<file path="config.mk">
export PLATFORM = sky130hd
export DESIGN_NAME = pipeline_hazard_ctrl
export DESIGN_NICKNAME = d
export VERILOG_FILES = /design/src/rtl/pipeline_hazard_ctrl.sv
export SDC_FILE = /design/constraint.sdc
export NUM_CORES = 1
export LEC_CHECK = 0
export CORE_ASPECT_RATIO = 1.25
export CORE_MARGIN = 4
export CORE_UTILIZATION = 39
export DETAILED_ROUTE_END_ITERATION = 12
export PLACE_DENSITY_LB_ADDON = 0.12
export SKIP_LAST_GASP = 1
export SYNTH_ARGS = -nofsm -noshare
export SYNTH_HDL_FRONTEND = slang
export SYNTH_SLANG_ARGS = --single-unit
</file>
<file path="constraint.sdc">
create_clock -name clk -period 4.4 [get_ports clk]
set_clock_uncertainty 0.2 [all_clocks]
set_input_delay 1.32 -clock clk [delete_from_list [all_inputs] [get_ports clk]]
set_output_delay 1.32 -clock clk [all_outputs]
set_load 0.02 [all_outputs]
</file>
<file path="src/rtl/pipeline_hazard_ctrl.sv">
// pipeline_hazard_ctrl: hazard sequencer for the 5-stage MIPS pipeline.
// Drives IF/ID and ID/EX stall/flush controls and the PC redirect strobe
// for branch mispredict recovery, load-use interlock and halt drain.
// Optional feature macro: PIPE_PERF_COUNTERS_EN adds saturating
// stall_count / flush_count outputs.
module pipeline_hazard_ctrl #(
    parameter int REG_ADDR_W   = 5,
    parameter int FLUSH_CYCLES = 2,
    parameter int DRAIN_CYCLES = 3,
    parameter int CNT_W        = 16
) (
    input  logic                  clk,
    input  logic                  reset,
    input  logic                  ex_branch_en,
    input  logic                  ex_branch_taken,
    input  logic                  ex_pred_taken,
    input  logic                  ex_halt_en,
    input  logic                  ex_mem_read,
    input  logic [REG_ADDR_W-1:0] ex_rt,
    input  logic                  id_valid,
    input  logic [REG_ADDR_W-1:0] id_rs,
    input  logic [REG_ADDR_W-1:0] id_rt,
    input  logic                  id_uses_rt,
    input  logic                  resume,
    output logic                  stall_if,
    output logic                  stall_id,
    output logic                  flush_id,
    output logic                  flush_ex,
    output logic                  redirect_en,
    output logic                  halted,
    output logic [2:0]            state_o
`ifdef PIPE_PERF_COUNTERS_EN
    ,
    output logic [CNT_W-1:0]      stall_count,
    output logic [CNT_W-1:0]      flush_count
`endif
);

    generate
        if (FLUSH_CYCLES < 1 || FLUSH_CYCLES > 15) begin : g_bad_flush
            $error("FLUSH_CYCLES must be in 1..15");
        end
        if (DRAIN_CYCLES < 1 || DRAIN_CYCLES > 15) begin : g_bad_drain
            $error("DRAIN_CYCLES must be in 1..15");
        end
        if (CNT_W < 1) begin : g_bad_cnt
            $error("CNT_W must be at least 1");
        end
    endgenerate

    typedef enum logic [2:0] {
        RUN        = 3'd0,
        LOAD_STALL = 3'd1,
        FLUSH      = 3'd2,
        DRAIN      = 3'd3,
        HALTED     = 3'd4
    } state_t;

    // The first flush cycle happens in RUN/LOAD_STALL, so FLUSH covers the rest.
    localparam logic [3:0] FLUSH_INIT = 4'(FLUSH_CYCLES - 1);
    localparam logic [3:0] DRAIN_INIT = 4'(DRAIN_CYCLES);

    state_t     state, state_n;
    logic [3:0] cnt, cnt_n;
    logic       mispredict, load_use;
    logic       stall_evt, flush_evt;

    assign mispredict = ex_branch_en & (ex_branch_taken != ex_pred_taken);
    assign load_use   = ex_mem_read & (ex_rt != '0) & id_valid &
                        ((ex_rt == id_rs) | (id_uses_rt & (ex_rt == id_rt)));
    assign state_o    = state;

    // State and recovery counter register.
    always_ff @(posedge clk or negedge reset) begin
        if (!reset) begin
            state <= RUN;
            cnt   <= '0;
        end else begin
            state <= state_n;
            cnt   <= cnt_n;
        end
    end

    // Next-state and control outputs; everything is held low while in reset.
    always_comb begin
        state_n     = state;
        cnt_n       = cnt;
        stall_if    = 1'b0;
        stall_id    = 1'b0;
        flush_id    = 1'b0;
        flush_ex    = 1'b0;
        redirect_en = 1'b0;
        halted      = 1'b0;
        stall_evt   = 1'b0;
        flush_evt   = 1'b0;
        if (reset) begin
            case (state)
                RUN, LOAD_STALL: begin
                    if (mispredict) begin
                        redirect_en = 1'b1;
                        flush_id    = 1'b1;
                        flush_ex    = 1'b1;
                        flush_evt   = 1'b1;
                        if (FLUSH_CYCLES == 1) begin
                            state_n = RUN;
                        end else begin
                            state_n = FLUSH;
                            cnt_n   = FLUSH_INIT;
                        end
                    end else if (ex_halt_en) begin
                        stall_if = 1'b1;
                        flush_id = 1'b1;
                        state_n  = DRAIN;
                        cnt_n    = DRAIN_INIT;
                    end else if (state == RUN && load_use) begin
                        // The load has not advanced yet in RUN; in LOAD_STALL it has.
                        stall_if  = 1'b1;
                        stall_id  = 1'b1;
                        flush_ex  = 1'b1;
                        stall_evt = 1'b1;
                        state_n   = LOAD_STALL;
                    end else begin
                        state_n = RUN;
                    end
                end
                FLUSH: begin
                    flush_id = 1'b1;
                    flush_ex = 1'b1;
                    if (cnt <= 4'd1) begin
                        state_n = RUN;
                        cnt_n   = '0;
                    end else begin
                        cnt_n = cnt - 4'd1;
                    end
                end
                DRAIN: begin
                    stall_if = 1'b1;
                    flush_id = 1'b1;
                    flush_ex = 1'b1;
                    if (cnt <= 4'd1) begin
                        state_n = HALTED;
                        cnt_n   = '0;
                    end else begin
                        cnt_n = cnt - 4'd1;
                    end
                end
                HALTED: begin
                    halted   = 1'b1;
                    stall_if = 1'b1;
                    stall_id = 1'b1;
                    if (resume) begin
                        state_n = RUN;
                    end
                end
                default: begin
                    state_n = RUN;
                    cnt_n   = '0;
                end
            endcase
        end
    end

`ifdef PIPE_PERF_COUNTERS_EN
    function automatic logic [CNT_W-1:0] sat_inc(input logic [CNT_W-1:0] v);
        return (&v) ? v : v + CNT_W'(1);
    endfunction

    // Saturating event counters for load-use stalls and honoured mispredicts.
    always_ff @(posedge clk or negedge reset) begin
        if (!reset) begin
            stall_count <= '0;
            flush_count <= '0;
        end else begin
            if (stall_evt) stall_count <= sat_inc(stall_count);
            if (flush_evt) flush_count <= sat_inc(flush_count);
        end
    end
`else
    logic unused_evt;
    assign unused_evt = stall_evt ^ flush_evt;
`endif

endmodule

</file>
==> run metrics <==
H-tree Lvls 1; post-synth top area cell dfrtp_1; Die Y 54.62 um; part of the cycle the worst path needs 99.38%; R2R Setup Slk 2.37 ns; DRT iter0 DRCs 7; IO buf count 33; Netlist cell types 33; Leak 0.6119 nW; synthesized area per cell 8.073 sq um; post-layout min period 4.373 ns; Post-Place Cells 146; CP max stage delay 0.56 ns; clock buffer depth 2; core area 0.001602 sq mm; Reg-to-Reg End state_o[0]; slowest CP cell or4_4; Post-Syn Area 678.2 sq um; antenna viol nets, final 0; drt wl/cell 13.48 um; Reg clk slew, reported paths 0.05 ns; CP Depth 7; CTS root buf clkbuf_4; yosys warns 0; dpl hpwl 1626 um; CTS tree yes; post-synthesis register bit count 7; Skew-Pair Late Insertion Delay 0.24 ns; Crit path required time 2.88 ns; synth top area cells dfrtp_1 26%, xor2_1 13%, nor2_1 6.1%; r2r worst-path depth 5; Worst Setup EP stall_if; hold depth 1; sequential cell area fraction in the yosys report 25.83%; non-filler cells, final 150; initial antenna violation count 0; WP buf/inv 2; Finish-stage setup viols 0; layout cells sized above 1 34.09%; Max VDD drop 0.2927 mV; Max-slew headroom 77.44%; DRC 0; crit path launch ex_rt[0]; vias in the first global route 765; Max Slew Vio Count 0; Fillers 123; Hold Fails Final Rpt 0; Crit path arrival time 2.85 ns; largest net degree at the start of global routing 11; CP top delay family simple AND/OR/NAND/NOR gates; die width 45.30 um; total power 0.5218 mW; critical path class input pin to primary output; outcome completed; Rows 16; gpl congestion 0.8003; first-pass GRT wire length 3111 um; pwr/cell area 441.4 mW/mm^2; max-cap violation count 0; DR pass1 iterations 4; final setup TNS 0 ns; Worst R2R Start state_o[2]; total grt overflow 0; cells after synthesis 84; HP Class flop to flop; nets@finish 160; clock sink count 7; WHS 0.3371 ns; starting density of the core 42.34%; post-synth top area share 25.83%; Vias 781; overall routing resource usage 17.47%; Crit Path Max Fanout 3; Least-Margin Pin Slew 0.3384 ns; die area 0.002474 sq mm; setup bufs post-CTS 0; area grow syn2layout 74.35%; Cell Chain, Critical Path dlygate4sd2_1 > xor2_1 > nor2_1 > a32oi_2 > or4_4 > o211ai_2 > buf_6; CP startpoint kind input pin; Hold-fix buffers, CTS 0; ant diodes 0; syn nets 111; I/O pins 34; Setup crit end kind primary output; Via density 5.207; Routed WL 2022 um; total CTS buffers 3; RSZ-0062 raised after global routing true; fmax 228.7 MHz
-- flip-flops by register name (all words and copies together), names as in the netlist --
name	flops
cnt	4
state_o	3
-- layer usage --
| metal | routed length (um) | global-route usage, % |
|---|---|---|
| met5 | 0 | 0 |
| met4 | 16 | 10.24 |
| met3 | 154 | 3.947 |
| met2 | 983 | 29.48 |
| met1 | 868 | 19.84 |
-- synthesized netlist by cell type --
cell / instances
a21o_1: 1
a21oi_1: 2
a32oi_1: 1
a41o_2: 1
and2_1: 1
and2b_2: 1
and3_2: 2
buf_6: 1
clkbuf_1: 1
dfrtp_1: 7
ha_1: 2
inv_1: 3
mux2_2: 1
nand2_1: 6
nand3_1: 4
nor2_1: 11
nor2_4: 1
nor2b_1: 1
nor3_1: 6
nor4_1: 1
o211ai_2: 1
o21ai_0: 7
o21ai_1: 2
o21bai_1: 1
o311a_1: 2
o311ai_1: 1
or2_2: 1
or3_4: 1
or3b_2: 1
or4_1: 1
or4_4: 1
xnor2_1: 1
xor2_1: 10
-- cells by family after synthesis --
family,after synthesis,share of synthesized area (%)
compound gates,19,19.37
xor+xnor,11,14.21
fa+ha+maj,2,3.689
buf+inv,5,3.874
flops,7,25.83
mux,1,1.660
simple gates,39,31.37
-- where the power goes --
group          internal [mW]  leakage [nW]  switching (mW)
Clock                 0.0343        0.0150          0.0192
Combinational          0.170         0.508           0.165
Sequential            0.0911        0.0885          0.0422
Total                  0.295         0.612           0.226
-- worst min-delay path by stage --
stage,slack (ns),start,to
after detailed placement,0.32,cnt[3],cnt[3]
final,0.34,cnt[3],cnt[3]
after global routing,0.39,cnt[3],cnt[3]
after CTS,0.33,cnt[3],cnt[3]
after floorplan,0.28,cnt[3],cnt[3]
after global placement,0.31,cnt[3],cnt[3]
-- placed cells by master, fill, tap and decap left out, types with 2 or more instances in the layout --
| master | n |
|---|---|
| clkbuf_4 | 3 |
| dlymetal6s2s_1 | 8 |
| clkbuf_2 | 4 |
| o311a_1 | 2 |
| xor2_1 | 8 |
| dfrtp_1 | 7 |
| clkdlybuf4s50_1 | 10 |
| a21oi_1 | 2 |
| nor3_1 | 5 |
| nand2_1 | 6 |
| buf_4 | 13 |
| nor2_4 | 2 |
| o21ai_0 | 7 |
| buf_2 | 2 |
| o21ai_1 | 2 |
| and3_2 | 2 |
| nor2_1 | 10 |
| xor2_2 | 2 |
| buf_6 | 4 |
| nand3_1 | 4 |
| or4_4 | 2 |
| ha_1 | 2 |
| inv_1 | 3 |
| dlygate4sd2_1 | 4 |
-- what timing repair did --
action / 4_1_cts / 5_1_grt
endpoints found under the setup margin: 6 / 3
gates resized for setup: 35 / 32
pin swaps: 6 / 13
hold endpoints to repair: 0 / 0
-- final cells by class --
type,count,area (sq um),area share [%]
sequential,7,175.2,14.81
inverter,3,11.26,0.9524
tap,18,22.52,1.905
multi-input combinational,72,529.3,44.76
clock buffer,4,26.28,2.222
timing repair buffer,46,417.9,35.34
-- worst reg2reg max path, cell delays in order, from the launching register on --
cell,delay [ns]
dfrtp_1,0.48
nor2_4,0.20
nand3_1,0.09
or3_4,0.37
or4_4,0.53
nand3_1,0.10
-- per-stage QoR --
stage | instance area, sq um | utilization [%] | worst slack [ns]
detailed placement | 1114 | 69.53 | -0.8150
finish | 1182 | 73.83 | 0.02746
global placement | 1114 | 69.53 | -0.7869
floorplan | 678.2 | - | 0.3155
CTS | 1135 | 70.86 | -0.1183
global route | 1182 | 73.83 | -0.006653
(Power assumes the default switching activity.)
